`config.mk`:
```
export PLATFORM = sky130hd
export DESIGN_NAME = lot_controller_flat
export DESIGN_NICKNAME = d
export VERILOG_FILES = /design/src/rtl/lot_if.sv /design/src/rtl/lot_controller.sv /design/src/flat_wrapper.sv
export SDC_FILE = /design/constraint.sdc
export NUM_CORES = 1
export LEC_CHECK = 0
export BUFFER_PORTS_ARGS = -buffer_cell sky130_fd_sc_hd__buf_4
export CAP_MARGIN = 20
export CORE_UTILIZATION = 53
export CTS_CLUSTER_SIZE = 12
export DETAILED_ROUTE_END_ITERATION = 12
export HOLD_SLACK_MARGIN = 0.15
export PLACE_DENSITY = 0.86
export SETUP_SLACK_MARGIN = 0.4
export SYNTH_ARGS = -nofsm -noshare
export SYNTH_HDL_FRONTEND = slang
export SYNTH_SLANG_ARGS = --single-unit
export TNS_END_PERCENT = 100
```
`constraint.sdc`:
```
create_clock -name clk -period 2.1 [get_ports clk]
set_input_delay 0 -clock clk [delete_from_list [all_inputs] [get_ports clk]]
set_output_delay 0 -clock clk [all_outputs]
set_load 0.01 [all_outputs]
```
`src/rtl/lot_if.sv`:
```
`default_nettype none
// +----------------------------------------------------------------------+
// | Module   : lot_if                                                    |
// | Brief    : Sensor, occupancy and gate/count signals of the lot.      |
// | Revision : 1.0 - initial release                                     |
// +----------------------------------------------------------------------+
interface lot_if;
  logic       car_at_entry;
  logic       car_at_exit;
  logic       hour_tick;
  logic [1:0] currCar;
  logic       entry_open;
  logic       exit_open;
  logic       entrance_gate;
  logic       exit_gate;
  logic [2:0] hour;
  logic       full;
  logic       day_done;

  modport master (
    output car_at_entry, car_at_exit, hour_tick, currCar,
    input  entry_open, exit_open, entrance_gate, exit_gate, hour, full, day_done
  );

  modport slave (
    input  car_at_entry, car_at_exit, hour_tick, currCar,
    output entry_open, exit_open, entrance_gate, exit_gate, hour, full, day_done
  );
endinterface
`default_nettype wire

```
`src/rtl/lot_controller.sv`:
```
`default_nettype none
// +----------------------------------------------------------------------+
// | Module   : lot_controller                                            |
// | Brief    : Entry/exit gate sequencer with hour clock and day end.    |
// |            Macro LOT_EXIT_PRIORITY_EN: ties always go to the exit.   |
// | Revision : 1.0 - initial release                                     |
// +----------------------------------------------------------------------+
module lot_controller #(
  parameter int GATE_TIMEOUT = 8
) (
  input  logic clk,
  input  logic reset,
  lot_if.slave bus
);

  typedef enum logic [2:0] {
    IDLE       = 3'd0,
    ENTRY_OPEN = 3'd1,
    ENTRY_PASS = 3'd2,
    EXIT_OPEN  = 3'd3,
    EXIT_PASS  = 3'd4,
    DAY_END    = 3'd5
  } state_t;

  localparam logic [3:0] c_timeout   = 4'(GATE_TIMEOUT);
  localparam logic [2:0] c_last_hour = 3'd7;

  state_t     r_state, w_state_nx;
  logic [3:0] r_timer, w_timer_nx;
  logic [2:0] r_hour;
  logic       r_day_done;
  logic       r_entrance_gate, w_entrance_nx;
  logic       r_exit_gate, w_exit_nx;
  logic       w_entry_req, w_exit_req, w_end_day, w_tie_to_entry;

  assign bus.full      = (bus.currCar == 2'd3);
  assign w_entry_req   = bus.car_at_entry && (bus.currCar != 2'd3);
  assign w_exit_req    = bus.car_at_exit && (bus.currCar != 2'd0);
  // The last-hour tick counts as day end in the same cycle it arrives
  assign w_end_day     = r_day_done || (bus.hour_tick && (r_hour == c_last_hour));

  assign bus.entry_open    = (r_state == ENTRY_OPEN) || (r_state == ENTRY_PASS);
  assign bus.exit_open     = (r_state == EXIT_OPEN)  || (r_state == EXIT_PASS);
  assign bus.entrance_gate = r_entrance_gate;
  assign bus.exit_gate     = r_exit_gate;
  assign bus.hour          = r_hour;
  assign bus.day_done      = r_day_done;

`ifdef LOT_EXIT_PRIORITY_EN
  assign w_tie_to_entry = 1'b0;
`else
  localparam logic c_grant_exit = 1'b1;
  logic r_last_grant;
  logic w_tie;

  assign w_tie = (r_state == IDLE) && !w_end_day && w_entry_req && w_exit_req;

  always_ff @(posedge clk) begin
    if (!reset) begin
      r_last_grant <= c_grant_exit;
    end else if (w_tie) begin
      r_last_grant <= ~r_last_grant;
    end
  end

  assign w_tie_to_entry = (r_last_grant == c_grant_exit);
`endif

  always_ff @(posedge clk) begin
    if (!reset) begin
      r_state         <= IDLE;
      r_timer         <= 4'd0;
      r_hour          <= 3'd0;
      r_day_done      <= 1'b0;
      r_entrance_gate <= 1'b0;
      r_exit_gate     <= 1'b0;
    end else begin
      r_state         <= w_state_nx;
      r_timer         <= w_timer_nx;
      r_entrance_gate <= w_entrance_nx;
      r_exit_gate     <= w_exit_nx;
      if (bus.hour_tick && (r_state != DAY_END)) begin
        if (r_hour == c_last_hour) begin
          r_day_done <= 1'b1;
        end else begin
          r_hour <= r_hour + 3'd1;
        end
      end
    end
  end

  always_comb begin
    w_state_nx    = r_state;
    w_timer_nx    = r_timer;
    w_entrance_nx = 1'b0;
    w_exit_nx     = 1'b0;
    case (r_state)
      IDLE: begin
        if (w_end_day) begin
          w_state_nx = DAY_END;
        end else if (w_entry_req && (!w_exit_req || w_tie_to_entry)) begin
          w_state_nx = ENTRY_OPEN;
          w_timer_nx = c_timeout;
        end else if (w_exit_req) begin
          w_state_nx = EXIT_OPEN;
          w_timer_nx = c_timeout;
        end
      end
      ENTRY_OPEN: begin
        w_timer_nx = r_timer - 4'd1;
        if (r_timer <= 4'd1) begin
          w_state_nx = IDLE;
          w_timer_nx = 4'd0;
        end else if (bus.car_at_entry) begin
          w_state_nx = ENTRY_PASS;
        end
      end
      ENTRY_PASS: begin
        w_timer_nx = r_timer - 4'd1;
        // A car clearing the lane on the last cycle still counts
        if (!bus.car_at_entry) begin
          w_state_nx    = IDLE;
          w_timer_nx    = 4'd0;
          w_entrance_nx = 1'b1;
        end else if (r_timer <= 4'd1) begin
          w_state_nx = IDLE;
          w_timer_nx = 4'd0;
        end
      end
      EXIT_OPEN: begin
        w_timer_nx = r_timer - 4'd1;
        if (r_timer <= 4'd1) begin
          w_state_nx = IDLE;
          w_timer_nx = 4'd0;
        end else if (bus.car_at_exit) begin
          w_state_nx = EXIT_PASS;
        end
      end
      EXIT_PASS: begin
        w_timer_nx = r_timer - 4'd1;
        if (!bus.car_at_exit) begin
          w_state_nx = IDLE;
          w_timer_nx = 4'd0;
          w_exit_nx  = 1'b1;
        end else if (r_timer <= 4'd1) begin
          w_state_nx = IDLE;
          w_timer_nx = 4'd0;
        end
      end
      DAY_END: begin
        w_state_nx = DAY_END;
      end
      default: begin
        w_state_nx = IDLE;
        w_timer_nx = 4'd0;
      end
    endcase
  end

endmodule
`default_nettype wire

```
`src/flat_wrapper.sv`:
```
// flat-port wrapper written by rule: the top's interface ports become plain ports
module lot_controller_flat 
#(
  parameter int GATE_TIMEOUT = 8
)
  (clk, reset, bus_car_at_entry, bus_car_at_exit, bus_hour_tick, bus_currCar, bus_entry_open, bus_exit_open, bus_entrance_gate, bus_exit_gate, bus_hour, bus_full, bus_day_done);
  lot_if bus_i ();
  input  logic clk;
  input  logic reset;
  input wire logic [$bits(bus_i.car_at_entry)-1:0] bus_car_at_entry;
  input wire logic [$bits(bus_i.car_at_exit)-1:0] bus_car_at_exit;
  input wire logic [$bits(bus_i.hour_tick)-1:0] bus_hour_tick;
  input wire logic [$bits(bus_i.currCar)-1:0] bus_currCar;
  output wire logic [$bits(bus_i.entry_open)-1:0] bus_entry_open;
  output wire logic [$bits(bus_i.exit_open)-1:0] bus_exit_open;
  output wire logic [$bits(bus_i.entrance_gate)-1:0] bus_entrance_gate;
  output wire logic [$bits(bus_i.exit_gate)-1:0] bus_exit_gate;
  output wire logic [$bits(bus_i.hour)-1:0] bus_hour;
  output wire logic [$bits(bus_i.full)-1:0] bus_full;
  output wire logic [$bits(bus_i.day_done)-1:0] bus_day_done;
  assign bus_i.car_at_entry = bus_car_at_entry;
  assign bus_i.car_at_exit = bus_car_at_exit;
  assign bus_i.hour_tick = bus_hour_tick;
  assign bus_i.currCar = bus_currCar;
  assign bus_entry_open = bus_i.entry_open;
  assign bus_exit_open = bus_i.exit_open;
  assign bus_entrance_gate = bus_i.entrance_gate;
  assign bus_exit_gate = bus_i.exit_gate;
  assign bus_hour = bus_i.hour;
  assign bus_full = bus_i.full;
  assign bus_day_done = bus_i.day_done;
  lot_controller #(.GATE_TIMEOUT(GATE_TIMEOUT)) u_core (.clk(clk), .reset(reset), .bus(bus_i));
endmodule
```
### Yosys cells after proc, flatten, opt, wreduce, memory -nomap -nowiden

Index checks and enable logic that the tools add are counted.
W data, S select, Z words.

* bits in registers: 14
* input bits: 7

* bitwise operators: 3
* equal/unequal tests: 14
* mux-type cells: 20
* $lt $le $gt $ge: 1
* reductions and logical operators: 23
* add/subtract/negate cells: 2

Operators with widths (count)
* $mux W3: 10
* $mux W4: 6
* $pmux W4 S5: 1
* $pmux W3 S6: 1
* $eq A3 B3 Y1 const B: 3
* $ne A3 B3 Y1 const B: 3
* $logic_and A1 B1 Y1: 8
* $reduce_and A2 Y1: 4
* $eq A3 B2 Y1 const B: 2
* $reduce_and A3 Y1: 2
* $le A4 B1 Y1 const B: 1
* $logic_or A1 B1 Y1: 4
* $ne A2 B2 Y1 const B: 2
* $ne A4 B2 Y1 const B: 1
* $sub A4 B1 Y4 const B: 1
* $add A3 B1 Y3 const B: 1
* $eq A3 B1 Y1 const B: 1
* $logic_not A3 Y1: 1
* $ne A3 B2 Y1 const B: 1
* $not A1 Y1: 3
* $eq A2 B2 Y1 const B: 1
* $logic_not A1 Y1: 2
* $mux W1: 2
* $reduce_bool A2 Y1: 1
* $reduce_or A2 Y1: 1

### Logic depth before layout (Yosys ltp)

Gate-level depths: netlist of run 1.

* word-level depth: 8
* gate-level depth with buffers: 7
* mapped depth without buffers: 7

### Worst setup path after synthesis of run 1

No wires, ideal clock.

* kind: register -> register
* start point: register u_core.r_hour[0] (netlist: u_core.bus.hour[0])
* end point: register u_core.r_timer[2]
* cell stages (with the launch flop): 8
* period minus slack after synthesis: 1.717 ns
* setup slack: 0.383 ns
* buffers on the path: 0
* arrival: 1.603 ns
* data required time: 1.986 ns
* library setup time: 0.114 ns
* cell sequence: dfxtp_1 ha_1 ha_1 a21o_2 a211oi_2 o21ai_1 o21bai_1 a21o_1

* cells in the longest elaborated chain, start to end: 5

Ends and longest elaborated chain
* from (decl): RTL line lot_controller.sv:30 `logic [2:0] r_hour;`
* from (signal assigned): RTL line lot_controller.sv:86 `r_hour <= r_hour + 3'd1;`
* $eq A3 B3 Y1: RTL line lot_controller.sv:40 `assign w_end_day = r_day_done || (bus.hour_tick && (r_hour == c_last_hour));`
* $logic_and A1 B1 Y1: RTL line lot_controller.sv:40
* $logic_or A1 B1 Y1: RTL line lot_controller.sv:40
* $ne A2 B2 Y1 (no line)
* $reduce_and A3 Y1 (no line)
* to (signal assigned): RTL line lot_controller.sv:79 `r_timer <= w_timer_nx;`
* to (decl): RTL line lot_controller.sv:29 `logic [3:0] r_timer, w_timer_nx;`

Every way passes these cells.
A chain may end at the register's enable or synchronous reset.

### Worst setup path in the final report of run 1

* start point: register u_core.r_state[0]
* end point: register u_core.r_timer[3]

* cells in the longest elaborated chain, start to end: 3
* elaborated cells between the ends (all ways): 12
* those cells by class: eq/ne (7); mux (1); bitwise (1); reduce/logical (3)

Ends and longest elaborated chain
* from (decl): RTL line lot_controller.sv:28 `state_t r_state, w_state_nx;`
* from (signal assigned): RTL line lot_controller.sv:78 `r_state <= w_state_nx;`
* $eq A3 B2 Y1 (tied with other cells): RTL line lot_controller.sv:97 `case (r_state)`
* $reduce_or A2 Y1 (no line) (tied with other cells)
* $pmux W4 S5 / $reduce_and A3 Y1 (equally long branches)

Parallel ways exist; a longest one is shown, timed or not.

==> results.cfg, run 1 <==
[synth]
synth_seq_cells = 14
synth_area_um2 = 892
synth_edf_count = 0
yosysWarnings = 0
synth_area_per_cell_um2 = 7.97
synth_cells = 112
async_reset_ff_frac = 0
ys.flop_type = dfxtp_1
synth_fp_nets = 123
seq_area_frac_synth = 0.314
ys_types = 41

[detailed_routing]
dr.pass1.iters = 4
m1WireLength_um = 983
vias = 941
wl_met2_mm = 1.09
ant_nets = 0
drc = 0
highest_layer = met4
routed_wl_mm = 2.30
avgViaCountPerCell = 6.27
wl_per_cell_um = 15.3
drtIter0Drc = 65
wl_met3_um = 150

[power_and_ir_drop]
clkPwrFrac = 0.171
p_leak_nw = 0.491
p_comb_frac = 0.463
p_per_area_nw_per_um2 = 1020
switchingPower_mw = 0.498
power_frac_seq = 0.366
irDropWorstVdd_mv = 0.635
internal_power_mw = 0.670
swShare = 0.427

[placed_design]
gp_congestion = 0.886
port_buffers = 15
post-dp-hpwl_mm = 1.43

[clock_tree]
cts-root-buf = clkbuf_4
clk_pin_slew_ns = 0.09
clock_latency_ns = 0.29
cts_tree = yes
numCtsBuffers = 3
cts_max_path_buffers = 2
h-tree-depth = 1
cts_num_sinks = 14

[global_routing]
grt_max_degree = 18
grt_pass1_vias = 873
gr-usage-all-layers = 0.278
grt_first_pass_wirelength_mm = 3.92
grt-ovfl-total = 0
antenna_found_initial = 0

[critical_path]
endpoint_kind = flop
crit_chain = nand2_1, a21o_1, a221o_2, and3_1
worst-setup-path-type = reg -> reg
critical-path-max-stage-delay_ns = 0.68
arrival_ns = 1.83
path_max_fanout = 15
rr_worst_depth = 4
worstPathRequired_ns = 2.28
critPathLaunchType = flop
slowest_stage = dfxtp_1

[sta]
rsz0062_at_grt = yes
hold_violations = 0
finClkSkew_ns = 0.00624
setup_viol = 0
hold_slack_ns = 0.178
fin_crit_ns = 1.65
setup_tns_ns = 0
post-route-period-util = 0.785
tightest_slew_ns = 0.577
fmax_mhz = 607
final_max_slew_viol_count = 0
slew_headroom = 0.613

[min_path]
hold_class = in -> reg
hold_path_depth = 5

[cells_and_area]
synthToLayoutAreaGrowth_pct = 28.3
layout_commonest_cell = buf_4
multi_input_comb_area_um2 = 588
n_antenna_cell = 0
fillers = 107
regArea_um2 = 285
layout.nets = 146
final_cell_mix = buf_4, nand2_1, dfxtp_1
drive_above_1_share = 0.276

[floorplanning]
die_h_um = 43.0
dieArea_um2 = 1850
io_pins = 16
rows = 14
fp.dieW_um = 43.0
core_um2 = 1540
initial_core_util = 0.579

[status]
status = completed

[run]
cap_violations = 0
==> state kept, by name, indices dropped and copies added, names as in the netlist <==
| signal | count |
|---|---|
| u_core.r_timer | 4 |
| u_core.bus.exit_gate | 1 |
| u_core.bus.entrance_gate | 1 |
| u_core.bus.hour | 3 |
| u_core.r_state | 3 |
| u_core.bus.day_done | 1 |
| u_core.r_last_grant | 1 |
==> critical path, delay by kind of cell (launching register included) <==
| family | cells | cell delay (ns) |
|---|---|---|
| simple gates | 2 | 0.28 |
| compound gates | 2 | 0.58 |
| flops | 1 | 0.68 |
==> layout make-up <==
cell class	instances	area share
multi-input combinational	86	0.514
sequential	14	0.249
timing repair buffer	24	0.168
clock buffer	4	0.0317
inverter	6	0.0197
tap	16	0.0175
==> power by group through the flow <==
stage          clock network, mW  logic [mW]  registers [mW]
4_1_cts                    0.198       0.518           0.418
2_1_floorplan                  0       0.428           0.363
3_5_place_dp                   0       0.488           0.424
3_3_place_gp                   0       0.473           0.418
6_report                   0.200       0.541           0.427
5_1_grt                    0.214       0.599           0.437
==> final timing paths <==
| check | start | end | slack [ns] |
|---|---|---|---|
| min | bus_currCar[0] | u_core.r_last_grant | 0.18 |
| min reg2reg | u_core.r_timer[1] | u_core.r_timer[1] | 0.50 |
| max reg2reg | u_core.r_state[0] | u_core.r_timer[3] | 0.45 |
| max | u_core.r_state[0] | u_core.r_timer[3] | 0.45 |
==> synthesized netlist by cell type, types with 2 or more instances <==
master / n / area share
nor2_1: 8 / 0.034
o21ai_1: 2 / 0.011
nand2b_1: 2 / 0.014
and3_1: 2 / 0.014
a21oi_1: 3 / 0.017
buf_2: 2 / 0.011
nor2b_1: 5 / 0.035
xnor2_1: 2 / 0.020
o32ai_1: 2 / 0.020
a21o_1: 2 / 0.017
nand2_1: 12 / 0.050
nand3_1: 8 / 0.045
buf_6: 2 / 0.025
a32oi_1: 2 / 0.020
mux2i_1: 2 / 0.022
nor3_1: 5 / 0.028
dfxtp_1: 14 / 0.31
and2_1: 2 / 0.014
inv_1: 5 / 0.021
o21ai_0: 6 / 0.034
ha_1: 4 / 0.056
==> routing by layer <==
| metal | up-vias | global-route usage |
|---|---|---|
| met5 | - | 0 |
| met4 | 0 | 0.139 |
| met3 | 9 | 0.0553 |
| met2 | 60 | 0.430 |
| met1 | 430 | 0.367 |
| li1 | 442 | - |
==> logic make-up after synthesis <==
logic type | after synthesis | synth area share
buffers and inverters | 12 | 0.0743
flip-flops | 14 | 0.314
AO/OA/AOI/OAI | 29 | 0.238
XOR/XNOR | 3 | 0.0295
multiplexers | 2 | 0.0224
AND/OR/NAND/NOR | 48 | 0.265
adder cells (fa/ha/maj) | 4 | 0.0561
==> repair_timing <==
item,in CTS,in global routing
endpoints found under the setup margin,3,6
resized for setup,7,5
pin swaps,3,2
endpoints found under the hold margin,11,0
hold buffers,5,0
buffers inserted,3,0
cloned,0,0
==> through the flow <==
stage / area, µm² / util / setup WS, ns / instances / power (mW)
2_1_floorplan: 892 / - / 0.449 / 112 / 0.791
3_3_place_gp: 988 / 0.641 / 0.394 / 138 / 0.891
3_5_place_dp: 988 / 0.641 / 0.341 / 138 / 0.912
4_1_cts: 1120 / 0.729 / 0.400 / 150 / 1.13
5_1_grt: 1140 / 0.743 / 0.385 / 150 / 1.25
6_report: 1140 / 0.743 / 0.451 / 150 / 1.17
No activity file was read; power rests on OpenSTA's default activity.
==> inputs of run 2 (changes only) <==
--- a/config.mk
+++ b/config.mk
@@ -7,11 +7,11 @@
 export LEC_CHECK = 0
 export BUFFER_PORTS_ARGS = -buffer_cell sky130_fd_sc_hd__buf_4
 export CAP_MARGIN = 20
-export CORE_UTILIZATION = 53
+export CORE_UTILIZATION = 48
 export CTS_CLUSTER_SIZE = 12
 export DETAILED_ROUTE_END_ITERATION = 12
 export HOLD_SLACK_MARGIN = 0.15
-export PLACE_DENSITY = 0.86
+export PLACE_DENSITY = 0.83
 export SETUP_SLACK_MARGIN = 0.4
 export SYNTH_ARGS = -nofsm -noshare
 export SYNTH_HDL_FRONTEND = slang
==> constraint.sdc (replaced) <==
create_clock -name clk -period 1.4 [get_ports clk]
set_input_delay 0 -clock clk [delete_from_list [all_inputs] [get_ports clk]]
set_output_delay 0 -clock clk [all_outputs]
set_load 0.01 [all_outputs]
==> results.cfg, run 2 (same netlist as run 1, synthesis figures left out) <==
[status]
status = finished with violations
violations = negative setup slack

[floorplanning]
die_h_um = 45.1
fp.dieW_um = 45.1
core_um2 = 1730
initial_core_util = 0.517
io_pins = 16
dieArea_um2 = 2030
rows = 15

[clock_tree]
cts-root-buf = clkbuf_4
h-tree-depth = 1
numCtsBuffers = 3
cts_max_path_buffers = 2
hold_buffers = 4
cts_num_sinks = 14
cts_tree = yes
clock_latency_ns = 0.29
clk_pin_slew_ns = 0.09

[critical_path]
worst-path-stages = 7
rr_startpoint = u_core.bus.hour[1]
rr_worst_depth = 7
arrival_ns = 1.76
slowest_stage = dfxtp_4
cp_top_family = compound AO/OA/AOI/OAI gates
worstPathRequired_ns = 1.57
endpoint_kind = flop
crit_chain = ha_4, ha_4, a21o_4, buf_4, a32oi_2, o22a_1, nor2_1
r2r_end = u_core.r_state[2]
crit_start = u_core.bus.hour[1]
critPathLaunchType = flop
endpoint = u_core.r_state[2]
critical-path-max-stage-delay_ns = 0.36
rrSetupSlack_ns = -0.18
crit_buf_inv = 1
path_common_cell = ha_4
path_max_fanout = 3
worst-setup-path-type = reg -> reg

[sta]
final_max_slew_viol_count = 0
slew_headroom = 0.691
post-route-period-util = 1.13
hold_violations = 0
setup_tns_ns = -1.23
rsz0062_at_grt = yes
fin_ws_ns = -0.185
fmax_mhz = 631
tightest_slew_ns = 0.464
fin_crit_ns = 1.58
setup_viol = 12
finClkSkew_ns = 0.00779

[power_and_ir_drop]
internal_power_mw = 1.26
p_leak_nw = 0.613
switchingPower_mw = 0.930
irDropWorstVdd_mv = 1.23
swShare = 0.425
clkPwrFrac = 0.113
p_per_area_nw_per_um2 = 1560
p_comb_frac = 0.598
power_frac_seq = 0.290

[global_routing]
gr-usage-all-layers = 0.275
grt_max_degree = 14
grt_pass1_vias = 911
grt-ovfl-total = 0
grt_first_pass_wirelength_mm = 3.95
antenna_found_initial = 0

[placed_design]
place_area_um2 = 1190
post-dp-hpwl_mm = 1.69
gp_congestion = 0.850
port_buffers = 15

[detailed_routing]
dr.pass1.iters = 4
wl_per_cell_um = 16.3
drc = 0
avgViaCountPerCell = 5.61
ant_nets = 0
vias = 993
drtIter0Drc = 37
routed_wl_mm = 2.88

[cells_and_area]
drive_above_1_share = 0.461
multi_input_comb_area_um2 = 688
fillers = 107
n_antenna_cell = 0
layout.nets = 164
utilization = 0.812
stdcell_area_um2 = 1400
regArea_um2 = 298
synthToLayoutAreaGrowth_pct = 57.1
final_cell_mix = buf_4, nand2_1, nor2_1, nand3_1, dfxtp_1
layout_commonest_cell = buf_4
largest_reg_flops = 4
regMostFlops = u_core.r_timer

[run]
cap_violations = 0

[min_path]
hold_class = in -> reg
[run 2: worst reg2reg max path, delay by kind of cell (launching register included)]
kind / cells / cell delay, ns
AO/OA/AOI/OAI: 3 / 0.61
adder cells (fa/ha/maj): 2 / 0.31
buffers and inverters: 1 / 0.15
flip-flops: 1 / 0.36
AND/OR/NAND/NOR: 1 / 0.05
[run 2: through the flow]
stage                     hold WS [ns]  power, mW  worst slack, ns  cells
after detailed placement         0.234       1.69           -0.201    166
after global placement           0.228       1.64           -0.133    166
after CTS                        0.143       2.07           -0.157    176
after floorplan                 0.0762       1.23           -0.123    112
after global routing             0.171       2.32           -0.219    177
final                            0.146       2.19           -0.185    177
[run 2: layout make-up]
cell class | count | area share
clock buffers | 3 | 0.0161
well taps | 25 | 0.0223
flip-flops and latches | 14 | 0.213
clock inverters | 1 | 0.00268
repair buffers | 42 | 0.239
inverters | 6 | 0.0161
multi-input cells | 86 | 0.491
[run 2: worst min-delay path by stage]
stage / from / to / slack [ns] / cells after the start
after CTS: bus_car_at_exit / u_core.r_state[0] / 0.14 / 4
after floorplan: bus_car_at_exit / u_core.bus.exit_gate / 0.08 / 1
final: bus_currCar[0] / u_core.r_last_grant / 0.15 / 5
after detailed placement: bus_car_at_exit / u_core.bus.exit_gate / 0.23 / 2
after global placement: bus_car_at_exit / u_core.bus.exit_gate / 0.23 / 2
after global routing: bus_car_at_exit / u_core.r_state[0] / 0.17 / 4
[run 2: what timing repair did]
item / in CTS / in global routing
pin swaps: 10 / 6
resized for setup: 19 / 10
endpoints found under the hold margin: 11 / 1
setup endpoints to repair: 16 / 16
setup buffers: 2 / 1
[run 2: per-layer routing]
layer	global-route usage	vias up	part of all wire
li1	-	478	-
met1	0.324	454	0.39
met2	0.467	46	0.50
met3	0.0520	15	0.067
met4	0.152	0	0.042
met5	0	-	0
[run 2: power by group through the flow]
stage	logic (mW)	clock network, mW	registers, mW
floorplan	0.679	0	0.548
global placement	1.04	0	0.601
detailed placement	1.08	0	0.610
CTS	1.20	0.249	0.621
global route	1.41	0.275	0.641
finish	1.31	0.246	0.634
==> inputs of run 3 (changes only) <==
--- a/config.mk
+++ b/config.mk
@@ -7,11 +7,13 @@
 export LEC_CHECK = 0
 export BUFFER_PORTS_ARGS = -buffer_cell sky130_fd_sc_hd__buf_4
 export CAP_MARGIN = 20
-export CORE_UTILIZATION = 48
+export CELL_PAD_IN_SITES_DETAIL_PLACEMENT = 0
+export CELL_PAD_IN_SITES_GLOBAL_PLACEMENT = 1
+export CORE_UTILIZATION = 35
 export CTS_CLUSTER_SIZE = 12
 export DETAILED_ROUTE_END_ITERATION = 12
 export HOLD_SLACK_MARGIN = 0.15
-export PLACE_DENSITY = 0.83
+export PLACE_DENSITY = 0.82
 export SETUP_SLACK_MARGIN = 0.4
 export SYNTH_ARGS = -nofsm -noshare
 export SYNTH_HDL_FRONTEND = slang
==> results.cfg, run 3 (same netlist as run 1, synthesis figures left out) <==
[sta]
fin_ws_ns = -0.171
fmax_mhz = 636
post-route-period-util = 1.12
setup_viol = 8
hold_violations = 0
setup_tns_ns = -1.08
fin_crit_ns = 1.57
finClkSkew_ns = 0.00847
final_max_slew_viol_count = 0
rsz0062_at_grt = yes
tightest_slew_ns = 0.469
slew_headroom = 0.685

[cells_and_area]
regArea_um2 = 299
drive_above_1_share = 0.425
layout.nets = 165
fillers = 208
largest_reg_flops = 4
layout_commonest_cell = buf_4
multi_input_comb_area_um2 = 658
stdcell_area_um2 = 1380
n_antenna_cell = 0
regMostFlops = u_core.r_timer
final_cell_mix = buf_4, nand2_1, dfxtp_1
synthToLayoutAreaGrowth_pct = 54.8

[critical_path]
rr_startpoint = u_core.bus.hour[1]
rr_worst_depth = 7
arrival_ns = 1.76
critPathLaunchType = flop
endpoint_kind = flop
rrSetupSlack_ns = -0.17
crit_start = u_core.bus.hour[1]
worst-setup-path-type = reg -> reg
worstPathRequired_ns = 1.59
r2r_end = u_core.r_timer[2]
path_max_fanout = 3

[floorplanning]
dieArea_um2 = 2750
core_um2 = 2300
initial_core_util = 0.388
die_h_um = 52.5
rows = 17
io_pins = 16
fp.dieW_um = 52.5

[global_routing]
gr-usage-all-layers = 0.184
grt_max_degree = 14
antenna_found_initial = 0
grt_first_pass_wirelength_mm = 3.67
grt-ovfl-total = 0
grt_pass1_vias = 842

[clock_tree]
clock_latency_ns = 0.29
h-tree-depth = 1
numCtsBuffers = 3
clk_pin_slew_ns = 0.09
cts-root-buf = clkbuf_4
cts_num_sinks = 14
cts_max_path_buffers = 2
cts_tree = yes

[min_path]
min_from = bus_currCar[0]
hold_path_depth = 5
worstHoldEndpoint = u_core.r_last_grant
hold_class = in -> reg

[power_and_ir_drop]
p_leak_nw = 0.607
irDropWorstVdd_mv = 1.27
p_per_area_nw_per_um2 = 1570

[detailed_routing]
drtIter0Drc = 22
wl_per_cell_um = 12.9
avgViaCountPerCell = 5.15
vias = 933
ant_nets = 0
drc = 0
dr.pass1.iters = 4
routed_wl_mm = 2.34

[placed_design]
post-dp-hpwl_mm = 1.68
port_buffers = 15
gp_congestion = 0.809
place_area_um2 = 1230

[status]
violations = negative setup slack
status = finished with violations

[run]
cap_violations = 0
==> run 3: changes by cell type in the layout (fill, tap and decap cells not counted), moves of 2 or more <==
| cell | previous run | this run |
|---|---|---|
| nor3_2 | 2 | 0 |
| buf_4 | 36 | 38 |
| nor3_1 | 3 | 5 |
| dfxtp_2 | 2 | 0 |
==> run 3: final cells by class <==
cell class | instances | share of cell area
Clock buffer | 4 | 0.0190
Multi-Input combinational cell | 86 | 0.476
Sequential cell | 14 | 0.216
Tap cell | 28 | 0.0254
Timing Repair Buffer | 43 | 0.246
Inverter | 6 | 0.0163
==> run 3: per-layer routing <==
metal,track usage,up-vias,wire (µm)
li1,-,478,-
met1,0.229,434,1090
met2,0.300,19,1140
met3,0.0551,2,91
met4,0.0614,0,16
met5,0,-,0
==> run 3: critical path, stage by stage, from the launching register on <==
cell,delay [ns]
dfxtp_4,0.36
ha_4,0.16
ha_4,0.15
a21o_4,0.21
a211oi_4,0.20
o21ai_2,0.09
o21bai_1,0.15
a21o_1,0.15
==> run 3: worst max-delay path by stage <==
| stage | endpoint | slack (ns) |
|---|---|---|
| finish | u_core.r_timer[2] | -0.17 |
| global placement | u_core.r_state[1] | -0.16 |
| CTS | u_core.r_timer[2] | -0.15 |
| global route | u_core.r_timer[2] | -0.22 |
| floorplan | u_core.r_timer[2] | -0.12 |
| detailed placement | u_core.r_state[1] | -0.18 |
==> run 3: timing repair <==
| item | 4_1_cts | 5_1_grt |
|---|---|---|
| pin swaps | 7 | 4 |
| endpoints found under the hold margin | 11 | 0 |
| buffers inserted | 1 | 0 |
| resized for setup | 18 | 5 |
| endpoints found under the setup margin | 15 | 15 |
| hold buffers | 3 | 0 |
==> run 3: power breakdown <==
group	leakage [nW]	switching, mW	total, mW	internal [mW]
combinational	0.474	0.623	1.31	0.689
clock	0.0150	0.135	0.246	0.111
sequential	0.118	0.121	0.616	0.495
total	0.607	0.879	2.17	1.29
==> run 3: through the flow <==
stage                     hold slack, ns  setup WS, ns  cells   util  total power [mW]
final                              0.136        -0.171    181  0.601              2.17
after global routing               0.161        -0.224    181  0.601              2.32
after CTS                          0.141        -0.147    181  0.592              2.13
after detailed placement           0.241        -0.177    173  0.534              1.75
after global placement             0.230        -0.155    173  0.534              1.72
after floorplan                   0.0762        -0.123    112      -              1.23
